File: src/rtl/noc_pkg.sv
`default_nettype none
// ============================================================================
// Module      : noc_pkg
// Description : Shared port numbering, sizing defaults and helpers for the
//               five-port NoC switch.
// Revision    : 1.0  initial release
// ============================================================================
package noc_pkg;

    localparam int NUM_PORTS = 5;
    localparam int FLIT_W    = 32;
    localparam int DEPTH     = 4;

    // Port index doubles as the destination code carried with each flit.
    typedef enum logic [2:0] {
        PORT_L = 3'd0,
        PORT_W = 3'd1,
        PORT_E = 3'd2,
        PORT_S = 3'd3,
        PORT_N = 3'd4
    } port_e;

    typedef logic [2:0] dest_t;

    // True when exactly one bit of a turn vector is set.
    function automatic logic is_onehot(input logic [NUM_PORTS-1:0] v);
        return (v != '0) && ((v & (v - NUM_PORTS'(1))) == '0);
    endfunction

endpackage
`default_nettype wire

File: src/rtl/noc_fifo.sv
`default_nettype none
// ============================================================================
// Module      : noc_fifo
// Description : Synchronous FIFO with asynchronous reset; head is read
//               straight from storage so a push is never bypassed to the
//               output in the same cycle.
// Revision    : 1.0  initial release
// ============================================================================
module noc_fifo #(
    parameter int WIDTH = 32,
    parameter int DEPTH = 4
) (
    input  logic             clk,
    input  logic             rst,
    input  logic             i_push,
    input  logic [WIDTH-1:0] i_data,
    input  logic             i_pop,
    output logic [WIDTH-1:0] o_data,
    output logic             o_full,
    output logic             o_empty
);
    import noc_pkg::*;

    localparam int c_AW = $clog2(DEPTH);

    logic [WIDTH-1:0] r_mem [DEPTH];
    logic [c_AW:0]    r_wr_ptr;
    logic [c_AW:0]    r_rd_ptr;
    logic             w_do_push;
    logic             w_do_pop;

    // Extra wrap bit on each pointer distinguishes full from empty.
    assign o_empty   = (r_wr_ptr == r_rd_ptr);
    assign o_full    = (r_wr_ptr[c_AW] != r_rd_ptr[c_AW]) &&
                       (r_wr_ptr[c_AW-1:0] == r_rd_ptr[c_AW-1:0]);
    assign o_data    = r_mem[r_rd_ptr[c_AW-1:0]];
    assign w_do_push = i_push && !o_full;
    assign w_do_pop  = i_pop && !o_empty;

    // Pointer advance on accepted push/pop.
    always_ff @(posedge clk or posedge rst) begin
        if (rst) begin
            r_wr_ptr <= '0;
            r_rd_ptr <= '0;
        end else begin
            if (w_do_push) r_wr_ptr <= r_wr_ptr + (c_AW+1)'(1);
            if (w_do_pop)  r_rd_ptr <= r_rd_ptr + (c_AW+1)'(1);
        end
    end

    // Storage write; contents are don't-care while the FIFO is empty.
    always_ff @(posedge clk) begin
        if (w_do_push) r_mem[r_wr_ptr[c_AW-1:0]] <= i_data;
    end

endmodule
`default_nettype wire

File: src/rtl/noc_switch.sv
`default_nettype none
// ============================================================================
// Module      : noc_switch
// Description : Five-port NoC switch: per-input FIFOs, arbiter-driven grant
//               decode, registered per-output flit stage and error pulse.
// Revision    : 1.0  initial release
// ============================================================================
module noc_switch #(
    parameter int FLIT_W = noc_pkg::FLIT_W,
    parameter int DEPTH  = noc_pkg::DEPTH
) (
    input  logic                                          clk,
    input  logic                                          rst,
    input  logic [noc_pkg::NUM_PORTS-1:0]                 in_valid,
    output logic [noc_pkg::NUM_PORTS-1:0]                 in_ready,
    input  logic [noc_pkg::NUM_PORTS-1:0][FLIT_W-1:0]     in_data,
    input  logic [noc_pkg::NUM_PORTS-1:0][2:0]            in_dest,
    input  logic [noc_pkg::NUM_PORTS-1:0]                 N_turn_i,
    input  logic [noc_pkg::NUM_PORTS-1:0]                 S_turn_i,
    input  logic [noc_pkg::NUM_PORTS-1:0]                 E_turn_i,
    input  logic [noc_pkg::NUM_PORTS-1:0]                 W_turn_i,
    input  logic [noc_pkg::NUM_PORTS-1:0]                 L_turn_i,
    output logic [noc_pkg::NUM_PORTS-1:0]                 out_valid,
    input  logic [noc_pkg::NUM_PORTS-1:0]                 out_ready,
    output logic [noc_pkg::NUM_PORTS-1:0][FLIT_W-1:0]     out_data,
    output logic                                          err_o
);
    import noc_pkg::*;

    logic [NUM_PORTS-1:0]                 w_full;
    logic [NUM_PORTS-1:0]                 w_empty;
    logic [NUM_PORTS-1:0]                 w_push;
    logic [NUM_PORTS-1:0]                 w_pop;
    logic [NUM_PORTS-1:0]                 w_drop;
    logic [NUM_PORTS-1:0]                 w_onehot;
    logic [NUM_PORTS-1:0]                 w_multi;
    logic [NUM_PORTS-1:0]                 w_free;
    logic [NUM_PORTS-1:0]                 w_load;
    logic [NUM_PORTS-1:0][FLIT_W+2:0]     w_fifo_q;
    logic [NUM_PORTS-1:0][FLIT_W-1:0]     w_head_data;
    logic [NUM_PORTS-1:0][2:0]            w_head_dest;
    logic [NUM_PORTS-1:0][FLIT_W-1:0]     w_load_data;
    logic [NUM_PORTS-1:0][NUM_PORTS-1:0]  w_turn;
    logic [NUM_PORTS-1:0]                 r_out_valid;
    logic [NUM_PORTS-1:0][FLIT_W-1:0]     r_out_data;
    logic                                 r_err;

    // Turn vectors indexed by output port.
    assign w_turn[PORT_L] = L_turn_i;
    assign w_turn[PORT_W] = W_turn_i;
    assign w_turn[PORT_E] = E_turn_i;
    assign w_turn[PORT_S] = S_turn_i;
    assign w_turn[PORT_N] = N_turn_i;

    // Acceptance depends only on FIFO state, never on in_valid.
    assign in_ready  = rst ? '0 : ~w_full;
    assign w_push    = in_valid & in_ready;
    assign out_valid = r_out_valid;
    assign out_data  = r_out_data;
    assign err_o     = r_err;

    generate
        for (genvar k = 0; k < NUM_PORTS; k++) begin : g_port
            noc_fifo #(
                .WIDTH (FLIT_W + 3),
                .DEPTH (DEPTH)
            ) u_fifo (
                .clk     (clk),
                .rst     (rst),
                .i_push  (w_push[k]),
                .i_data  ({in_dest[k], in_data[k]}),
                .i_pop   (w_pop[k]),
                .o_data  (w_fifo_q[k]),
                .o_full  (w_full[k]),
                .o_empty (w_empty[k])
            );
            assign w_head_dest[k] = w_fifo_q[k][FLIT_W +: 3];
            assign w_head_data[k] = w_fifo_q[k][FLIT_W-1:0];
            assign w_onehot[k]    = is_onehot(w_turn[k]);
            assign w_multi[k]     = (w_turn[k] != '0) && !w_onehot[k];
            assign w_free[k]      = !r_out_valid[k] || out_ready[k];
        end
    endgenerate

    // Grant decode: drop malformed heads, otherwise move a head to its
    // output when that output grants this input alone and has room.
    always_comb begin
        w_pop       = '0;
        w_drop      = '0;
        w_load      = '0;
        w_load_data = '0;
        for (int k = 0; k < NUM_PORTS; k++) begin
            if (!w_empty[k]) begin
                if (w_head_dest[k] > dest_t'(PORT_N) || w_head_dest[k] == dest_t'(k)) begin
                    w_pop[k]  = 1'b1;
                    w_drop[k] = 1'b1;
                end else begin
                    for (int d = 0; d < NUM_PORTS; d++) begin
                        if (w_head_dest[k] == dest_t'(d) && w_turn[d][k] &&
                            w_onehot[d] && w_free[d]) begin
                            w_pop[k]       = 1'b1;
                            w_load[d]      = 1'b1;
                            w_load_data[d] = w_head_data[k];
                        end
                    end
                end
            end
        end
    end

    // Output stage: load on transfer, hold while stalled, clear when drained.
    always_ff @(posedge clk or posedge rst) begin
        if (rst) begin
            r_out_valid <= '0;
            r_out_data  <= '0;
            r_err       <= 1'b0;
        end else begin
            for (int d = 0; d < NUM_PORTS; d++) begin
                if (w_load[d]) begin
                    r_out_valid[d] <= 1'b1;
                    r_out_data[d]  <= w_load_data[d];
                end else if (out_ready[d]) begin
                    r_out_valid[d] <= 1'b0;
                end
            end
            r_err <= (|w_drop) || (|w_multi);
        end
    end

endmodule
`default_nettype wire

File: config.mk
export PLATFORM = sky130hd
export DESIGN_NAME = noc_switch
export DESIGN_NICKNAME = d
export VERILOG_FILES = /design/src/rtl/noc_pkg.sv /design/src/rtl/noc_fifo.sv /design/src/rtl/noc_switch.sv
export SDC_FILE = /design/constraint.sdc
export NUM_CORES = 1
export LEC_CHECK = 0
export CORE_MARGIN = 4
export CORE_UTILIZATION = 30
export CTS_BUF_LIST = sky130_fd_sc_hd__clkbuf_4 sky130_fd_sc_hd__clkbuf_8 sky130_fd_sc_hd__clkbuf_16
export CTS_CLUSTER_SIZE = 20
export DETAILED_ROUTE_END_ITERATION = 8
export PLACE_DENSITY_LB_ADDON = 0.08
export SLEW_MARGIN = 0
export SYNTH_ARGS = -nofsm -noshare
export SYNTH_HDL_FRONTEND = slang
export SYNTH_HIERARCHICAL = 1
export SYNTH_SLANG_ARGS = --single-unit
File: constraint.sdc
create_clock -name clk -period 8.1 [get_ports clk]
set_input_delay 2.025 -clock clk [delete_from_list [all_inputs] [get_ports clk]]
set_output_delay 2.025 -clock clk [all_outputs]
set_load 0.1 [all_outputs]
======== After elaboration in Yosys (flattened, before gate mapping) ========
Memories as Yosys holds them, arrays and structs flattened.
Cells that the tools add are included.
storage, ports and cells
  flip-flop bits (word level) ............. 196
  memory bits (writable) .................. 700
  bits of input ports ..................... 212
  logic and storage cells ................. 376
  memories kept ........................... 5
operators by class
  $add $sub $neg .......................... 15
  magnitude comparators ................... 5
  equal/unequal tests ..................... 35
  multiplexer cells ....................... 135
  bitwise operators ....................... 7
  reduce and logical (&&, ||, !) cells .... 153
memory list
  memory                  words  bits a word  read ports  clocked after Yosys merged registers in  wr ports  line            text
  g_port[0].u_fifo.r_mem  4      35           1           0                                        1         noc_fifo.sv:26  logic [WIDTH-1:0] r_mem [DEPTH];
  g_port[1].u_fifo.r_mem  4      35           1           0                                        1         noc_fifo.sv:26
  g_port[2].u_fifo.r_mem  4      35           1           0                                        1         noc_fifo.sv:26
  g_port[3].u_fifo.r_mem  4      35           1           0                                        1         noc_fifo.sv:26
  g_port[4].u_fifo.r_mem  4      35           1           0                                        1         noc_fifo.sv:26
operators with widths
  operator             count
  $mux 160             10
  $mux 32              25
  $logic_and 1x1->1    100
  $mux 1               89
  $mux 5               11
  $add 3x1->3 const B  10
  $and 5x5->5          6
  $eq 3x2->1 const B   10
  $logic_not 5->1      5
  $reduce_bool 5->1    5
  $sub 5x1->5 const B  5
  $logic_not 1->1      20
  $eq 3x1->1 const B   5
  $eq 3x3->1           5
  $eq 3x3->1 const B   5
  $gt 3x3->1 const B   5
  $logic_not 3->1      5
  $logic_or 1x1->1     11
  $eq 2x2->1           5
  $reduce_bool 2->1    5
  $reduce_or 5->1      2
  $ne 1x1->1           5
  $not 5->5            1

======== Longest topological paths before layout ========
Gate-level depths: netlist (run 1).
  depth in word-level cells ............... 22
  gate-level depth with buffers ........... 15

======== By module ========
The synthesis (run 1) kept the hierarchy.
by module, submodules not included
  module                            times used  cells each  area each (µm²)  seq. area each (µm²)
  noc_fifo at g_port[0].u_fifo ...  4           232         5539.1           4354.2
  noc_switch                        1           1542        11775.0          4154.0
  noc_fifo at g_port[1].u_fifo      1           232         5606.6           4354.2

======== Worst setup path before layout (run 1) ========
No wires, ideal clock.
  path type ............................... input -> output
  start ................................... input port rst
  end ..................................... output port in_ready[0] (netlist bit)
  arrival time ............................ 3.297 ns
  required time ........................... 6.075 ns
  slack ................................... 2.778 ns
  stages on the path ...................... 1
  cell sequence ........................... nor2_1
between the ends
  cells in the longest elaborated chain, start to end .. 1
ends and longest elaborated chain
  item                line              text
  start: declaration  noc_switch.sv:13  input logic rst,
  $mux 5              noc_switch.sv:56  assign in_ready = rst ? '0 : ~w_full;
  end: declaration    noc_switch.sv:15  output logic [noc_pkg::NUM_PORTS-1:0] in_ready,
No other way between the ends.

======== Final worst setup path (run 1) ========
  start ................................... input port W_turn_i[2] (netlist bit)
  end ..................................... register g_port[4].u_fifo.r_rd_ptr[1]
between the ends
  cells in the longest elaborated chain, start to end .. 13
  elaborated cells between the ends (all ways) .. 14
  classes of those cells .................. 1 x add/sub; 6 x mux; 1 x bitwise; 6 x reduce/logical
ends and longest elaborated chain
  item                      line               text
  start: declaration        noc_switch.sv:21   input logic [noc_pkg::NUM_PORTS-1:0] W_turn_i,
  $sub 5x1->5               noc_pkg.sv:27      return (v != '0) && ((v & (v - NUM_PORTS'(1))) == '0);
  $and 5x5->5               noc_pkg.sv:27
  $logic_not 5->1           noc_pkg.sv:27
  $logic_and 1x1->1 (*)     noc_pkg.sv:27
  $logic_and 1x1->1 (*)     noc_switch.sv:99   if (w_head_dest[k] == dest_t'(d) && w_turn[d][k] &&
  $logic_and 1x1->1 (*)     noc_switch.sv:100  w_onehot[d] && w_free[d]) begin
  $mux 1 (*) (4 in series)  noc_switch.sv:99
  $mux 1 (*)                noc_switch.sv:94   if (w_head_dest[k] > dest_t'(PORT_N) || w_head_dest[k] == dest_t'(k)) begin
  $mux 1 (*)                noc_switch.sv:93   if (!w_empty[k]) begin
  via w_pop[4]              noc_switch.sv:33   logic [NUM_PORTS-1:0] w_pop;
  $logic_and 1x1->1 (*)     noc_fifo.sv:38     assign w_do_pop = i_pop && !o_empty;
  end signal: assignment    noc_fifo.sv:47     if (w_do_pop) r_rd_ptr <= r_rd_ptr + (c_AW+1)'(1);
  end: declaration          noc_fifo.sv:28     logic [c_AW:0] r_rd_ptr;
Mark *: on every way through the listed nets, which the timed path passes. The rest lies on a longest branch.
A chain may end at the register's enable or synchronous reset.

==> flow_summary_export.csv, run 1 <==
group,metric,value,unit
layout,seq_area,0.0259,sq mm
power,vdd_ir_drop_max,0.289,mV
floorplanning,die_area,0.138,sq mm
global_route,grt_antenna_before_repair,8,
layout,fillers,12500,
sta,rsz0062_at_grt,"false",
synthesis,netlist.area_leader.share,53.2,%
route,vias,26800,
clock_network,ctsHoldBuffers,0,
run_status,status,"complete, no violations",
worst_hold_path,hp-start,"out_data[104]$_DFFE_PP0P_",
layout,fin_util,37.4,%
worst_hold_path,hold_class,"reg2reg",
flow_run,max_cap_viol_count,0,
floorplanning,die_h,371,um
sta,slew_violations,0,
synthesis,yosysTopAreaCell,"edfxtp_1",
worst_setup_path,crit_path_start,"W_turn_i[2]",
worst_hold_path,hold_end,"out_data[104]$_DFFE_PP0P_",
layout,nets,3307,
clock_network,clock_sinks,896,
sta,finalSetupViolations,0,
floorplanning,die_x,371,um
global_route,grt_overflow,0,
worst_setup_path,critPathArrivalTime,5.88,ns
route,dr.first_iter.drc_count,3182,
clock_network,cts_buffer_depth,3,
worst_hold_path,min_path_cells,2,
sta,relSlewSlack,9.69,%
power,power_density,418,mW/mm^2
synthesis,synthTopCellsByArea,"edfxtp_1 (53%), dfrtp_1 (12%), mux4_2 (10%), nand2_1 (2.1%), nor2_1 (2.1%)",
placed_design,place_ws,2.28,ns
worst_setup_path,critical_path_class,"in2reg",
global_route,grt_util_all_layers,22.3,%
synthesis,yosysMostFrequentCell,"edfxtp_1",
synthesis,synth-seq-cells,896,
worst_setup_path,r2r_start,"g_port[3].u_fifo/r_rd_ptr[0]$_DFFE_PP0P_",
worst_setup_path,worstSetupEndpointType,"flip-flop",
floorplanning,core_area,0.130,sq mm
sta,worstMarginPinSlew,1.32,ns
synthesis,ys_seq_area_share,65.6,%
worst_setup_path,worstPathMaxFanout,33,
floorplanning,pin_count,383,
worst_setup_path,worst_setup_path_start_kind,"primary input",
clock_network,post_cts_buffers,0,
sta,fin_skew,0.0351,ns
global_route,grt_pass1_vias,26600,
layout,area_growth,23.0,%
layout,antenna_cells,0,
sta,layout_setup_ws,2.80,ns
power,p_leak,16.7,nW
worst_setup_path,cp.required,8.67,ns
sta,fmax,0.189,GHz
synthesis,synth-edff-count,700,
placed_design,io_buffers,382,
synthesis,yosysUniqueCellTypes,82,
sta,layout_min_cycle_time,5.30,ns
global_route,grt_max_degree,127,
sta,tns,0,ns
clock_network,clockRootBuffer,"clkbuf_16",
floorplanning,num_rows,132,
placed_design,dp_hpwl,112000,um
synthesis,ys.flop_type,"edfxtp_1",
route,wirelength,156000,um
synthesis,synth_nets,2941,
global_route,grt_first_pass_wirelength,214000,um
synthesis,synthCells,2702,
clock_network,cts_tree,"done",
layout,drive_gt1_share,15.9,%
worst_setup_path,reg2reg_to,"out_data[26]$_DFFE_PP0P_",
clock_network,cts.repair.resized,0,
floorplanning,initial_utilization,30.4,%
clock_network,cts_buffers,102,
worst_setup_path,r2r_cells,7,
route,post_drt_wl_per_cell,31.9,um
placed_design,gp_congestion,0.865,
route,drtAntennaViolNets,0,
synthesis,syn_avg_cell_area,14.6,sq um
worst_setup_path,r2r_slack,3.09,ns
synthesis,netlist_area,0.0395,sq mm
sta,finalHoldViolCount,0,
clock_network,clkTransAtPathRegs,0.06,ns
clock_network,clock_latency,0.69,ns
synthesis,synth_top_cells_by_count,"edfxtp_1 (700), nand2_1 (226), nor2_1 (216)",
synthesis,yosysWarningCount,6,
clock_network,cts_max_level,3,
power,finalPower,20.3,mW
layout,multiInputGateArea,0.0128,sq mm
route,vias_per_cell,5.47,
sta,hold_ws,0.475,ns
sta,fin_crit_sh,65.5,%
route,drc,0,
synthesis,synth_async_sr_flop_share,21.9,%
route,firstDrtPassIters,6,
-- layout by cell type, fill, tap and decap left out, drive strengths merged, types with 7 or more instances in the layout --
| cell type | instances |
|---|---|
| edfxtp | 700 |
| clkdlybuf4s50 | 376 |
| nand2 | 232 |
| nor2 | 217 |
| dfrtp | 196 |
| o21ai | 184 |
| mux4 | 175 |
| a21oi | 149 |
| clkbuf | 137 |
| buf | 68 |
| nor3 | 65 |
| a221oi | 64 |
| a221o | 58 |
| a211oi | 50 |
| o31ai | 41 |
| clkinv | 38 |
| inv | 37 |
| and2 | 32 |
| ha | 27 |
| a22oi | 26 |
| a2bb2oi | 26 |
| xnor2 | 25 |
| o211ai | 24 |
| xor2 | 24 |
| nand2b | 22 |
| and3 | 19 |
| nor2b | 15 |
| a21o | 14 |
| nand3 | 14 |
| a32oi | 12 |
| nor4 | 8 |
| a211o | 7 |
| clkinvlp | 7 |
| a31oi | 7 |
-- state kept, by name (all words and copies together), names as in the netlist --
name	cells
g_port.u_fifo/r_wr_ptr	15
g_port.u_fifo/r_rd_ptr	15
err_o	1
out_data	160
g_port.u_fifo/r_mem	700
out_valid	5
-- kinds of logic after synthesis --
group	share of synthesized area, %
flip-flops	65.6
adder cells (fa/ha/maj)	0.956
XOR/XNOR	1.43
buffers and inverters	2.59
AND/OR/NAND/NOR	7.41
multiplexers	10.0
AO/OA/AOI/OAI	12.0
-- how the worst max path moves through the flow --
stage          slack [ns]                                  endpoint  depth (start not counted)
6_report             2.80  g_port[4].u_fifo/r_rd_ptr[1]$_DFFE_PP0P_                         12
5_1_grt              2.74  g_port[4].u_fifo/r_rd_ptr[1]$_DFFE_PP0P_                         12
4_1_cts              2.97                               in_ready[3]                          4
3_5_place_dp         2.28  g_port[4].u_fifo/r_rd_ptr[1]$_DFFE_PP0P_                         12
3_3_place_gp         2.23  g_port[4].u_fifo/r_rd_ptr[1]$_DFFE_PP0P_                         12
2_1_floorplan        1.58                           err_o$_DFF_PP0_                          1
-- per-stage QoR --
| step | instances | area, sq um |
|---|---|---|
| 2_1_floorplan | 2702 | 39500 |
| 6_report | 4897 | 48600 |
| 3_3_place_gp | 4706 | 45300 |
| 3_5_place_dp | 4706 | 45300 |
| 4_1_cts | 4897 | 48600 |
| 5_1_grt | 4897 | 48600 |
-- worst max-delay path, cell delays in order --
cell,delay (ns)
clkdlybuf4s50_1,0.65
nor2_1,0.14
mux2i_1,0.16
o31a_1,0.43
nor2_2,0.10
buf_4,0.32
a2111oi_0,1.20
buf_4,0.26
nor2_1,0.08
nand2b_1,0.17
o31ai_1,0.08
a211oi_1,0.25
-- where the power goes --
part           switching (mW)  internal, mW  total (mW)
clock                    1.86          2.67        4.53
combinational            6.72          2.39        9.11
sequential              0.841          5.84        6.68
total                    9.42          10.9        20.3
-- routing by layer --
| layer | vias to the layer above | track usage (%) | wire (um) |
|---|---|---|---|
| met1 | 14000 | 31.3 | 68100 |
| li1 | 11400 | - | - |
| met3 | 205 | 4.95 | 12000 |
| met2 | 1219 | 34.7 | 71500 |
| met5 | - | 0 | 0 |
| met4 | 0 | 6.42 | 4640 |
-- area by class of cell --
| cell class | instances | share of cell area, % |
|---|---|---|
| sequential | 896 | 53.3 |
| multi-input combinational | 1592 | 26.3 |
| timing repair buffer | 444 | 8.78 |
| clock buffer | 137 | 6.02 |
| tap | 1742 | 4.48 |
| clock inverter | 54 | 0.844 |
| inverter | 32 | 0.262 |
(Power assumes the default switching activity.)
==> run 2, diff against run 1 <==
- clock period: 8.1 -> 4.3 ns (I/O delays scaled with it)
==> run 2 against run 1 <==
  * Worst setup slack worse by 2.4 ns
  * Final area is 2.3% higher
  * Via count rose by 0.67%
  * Hold slack got worse by 0.00081 ns
  * First-iteration DRC count fell by 14%
  * Sequential share of layout area shrank 1.2 points
  * Combinational power up 95%
  * Total power rose by 93%
  * Clock skew decreased by 0.0066 ns
  * Count of clock-buffer cells in the layout is 12 lower
==> flow_summary_export.csv, run 2 (synthesis gave the netlist of run 1 again) <==
group,metric,value,unit
worst_setup_path,worst_setup_path_start_kind,"flip-flop",
layout,largest_register_ff_count,700,
layout,drive_gt1_share,17.8,%
floorplanning,core_area,0.130,sq mm
worst_setup_path,max_stage_delay,0.76,ns
placed_design,io_buffers,382,
worst_setup_path,path_delay_family,"compound AO/OA/AOI/OAI gates",
placed_design,dp.cells,4781,
power,power_density,790,mW/mm^2
clock_network,cts_tree,"done",
global_route,grt_overflow,0,
clock_network,cts.repair.resized,0,
global_route,grt_max_degree,65,
floorplanning,die_area,0.138,sq mm
floorplanning,die_h,371,um
clock_network,clock_latency,0.73,ns
route,highest_layer,"met5",
sta,layout_min_cycle_time,3.86,ns
global_route,grt_first_pass_wirelength,218000,um
route,drtAntennaViolNets,0,
sta,hold_ws,0.474,ns
worst_setup_path,crit_slowest_cell,"mux4_2",
power,p_leak,17.2,nW
power,seqPwrFrac,31.8,%
floorplanning,pin_count,383,
clock_network,clkTransAtPathRegs,0.06,ns
worst_setup_path,critPathBufInv,1,
global_route,grt_pass1_vias,26900,
clock_network,ctsHoldBuffers,0,
layout,instances_no_fill,4980,
clock_network,cts_max_level,3,
power,switching_share,46.0,%
worst_hold_path,hold_class,"reg2reg",
floorplanning,num_rows,132,
route,m1WireLength,69200,um
power,p_comb_share,45.3,%
clock_network,cts_buffers,103,
sta,finalHoldViolCount,0,
route,wirelength,157000,um
route,dr.first_iter.drc_count,2747,
clock_network,clock_sinks,896,
worst_setup_path,cp.required,4.89,ns
power,vdd_ir_drop_max,0.530,mV
route,wl_met2,71400,um
sta,fin_crit_sh,89.8,%
worst_setup_path,worstPathMaxFanout,17,
layout,nets,3383,
layout,final_common_cell,"edfxtp_1",
worst_setup_path,critPathArrivalTime,4.45,ns
worst_setup_path,critical_path_class,"reg2reg",
floorplanning,initial_utilization,30.4,%
route,post_drt_wl_per_cell,31.6,um
worst_setup_path,worstPathCellList,"mux4_2 > nor3_1 > nand3b_1 > buf_12 > o21ai_0 > a21oi_1 > a211oi_1 > o21ai_1",
floorplanning,die_x,371,um
sta,rsz0062_at_grt,"false",
sta,worstMarginPinSlew,1.16,ns
clock_network,post_cts_buffers,0,
sta,finalSetupViolations,0,
layout,area_growth,25.8,%
global_route,grt_antenna_before_repair,23,
placed_design,dp_hpwl,118000,um
flow_run,max_cap_viol_count,0,
power,p_sw,18.1,mW
power,p_int,21.2,mW
route,firstDrtPassIters,5,
sta,relSlewSlack,22.4,%
worst_setup_path,worstSetupEndpointType,"flip-flop",
sta,slew_violations,0,
run_status,status,"complete, no violations",
clock_network,cts_buffer_depth,3,
route,drc,0,
sta,tns,0,ns
sta,fmax,0.259,GHz
sta,fin_skew,0.0285,ns
route,vias_per_cell,5.41,
global_route,grt_util_all_layers,22.6,%
layout,layout_common_cells,"edfxtp_1 (700), clkdlybuf4s50_1 (377), nand2_1 (225)",
power,p_clk_share,22.9,%
placed_design,gp_congestion,0.911,
route,route.met3.wl,12300,um
clock_network,clockRootBuffer,"clkbuf_16",
route,vias,27000,
run 2: through the flow:
stage                     total power, mW  util, %  setup slack [ns]  area [sq um]
after CTS                            39.6     38.2             0.418         49700
after detailed placement             30.4     35.5            0.0577         46200
after global placement               30.3     35.5          0.000134         46200
after floorplan                      23.2        -             0.239         39600
final                                39.3     38.2             0.438         49700
after global routing                 40.7     38.2             0.201         49700
run 2: final cells by class:
type | instances | area, sq um
Fill cell | 12500 | 80400
Sequential cell | 896 | 25900
Multi-Input combinational cell | 1592 | 12800
Timing Repair Buffer | 519 | 5240
Clock buffer | 125 | 2770
Tap cell | 1742 | 2180
Clock inverter | 67 | 721
Inverter | 32 | 124
Antenna cell | 7 | 17.5
run 2: layer usage:
layer / up-vias / GRT usage, %
li1: 11500 / -
met1: 14100 / 32.0
met2: 1182 / 35.0
met3: 186 / 5.13
met4: 8 / 6.15
met5: - / 0
run 2: power by group through the flow:
stage	registers [mW]	clock network, mW	logic, mW
finish	12.5	8.99	17.8
global route	12.6	9.59	18.5
CTS	12.5	9.25	17.8
global placement	12.6	0	17.7
detailed placement	12.7	0	17.7
floorplan	16.4	0	6.80
run 2: path summary, 6_finish.rpt:
| check | start | endpoint | slack [ns] | cells past startpoint |
|---|---|---|---|---|
| min in group asynchronous | rst | g_port[2].u_fifo/r_wr_ptr[2]$_DFFE_PP0P_ | 0.92 | 3 |
| hold reg to reg | out_data[97]$_DFFE_PP0P_ | out_data[97]$_DFFE_PP0P_ | 0.47 | 2 |
| max in group asynchronous | rst | out_data[90]$_DFFE_PP0P_ | 2.40 | 4 |
| hold / removal | out_data[97]$_DFFE_PP0P_ | out_data[97]$_DFFE_PP0P_ | 0.47 | 2 |
| setup reg to reg | g_port[2].u_fifo/r_rd_ptr[0]$_DFFE_PP0P_ | out_data[2]$_DFFE_PP0P_ | 0.44 | 8 |
| setup / recovery | g_port[2].u_fifo/r_rd_ptr[0]$_DFFE_PP0P_ | out_data[2]$_DFFE_PP0P_ | 0.44 | 8 |
run 2: worst reg2reg max path, delay by kind of cell (launching register included):
family | cells | cell delay (ns)
mux | 1 | 0.77
simple gates | 2 | 0.93
compound gates | 4 | 0.98
flops | 1 | 0.64
buf+inv | 1 | 0.39
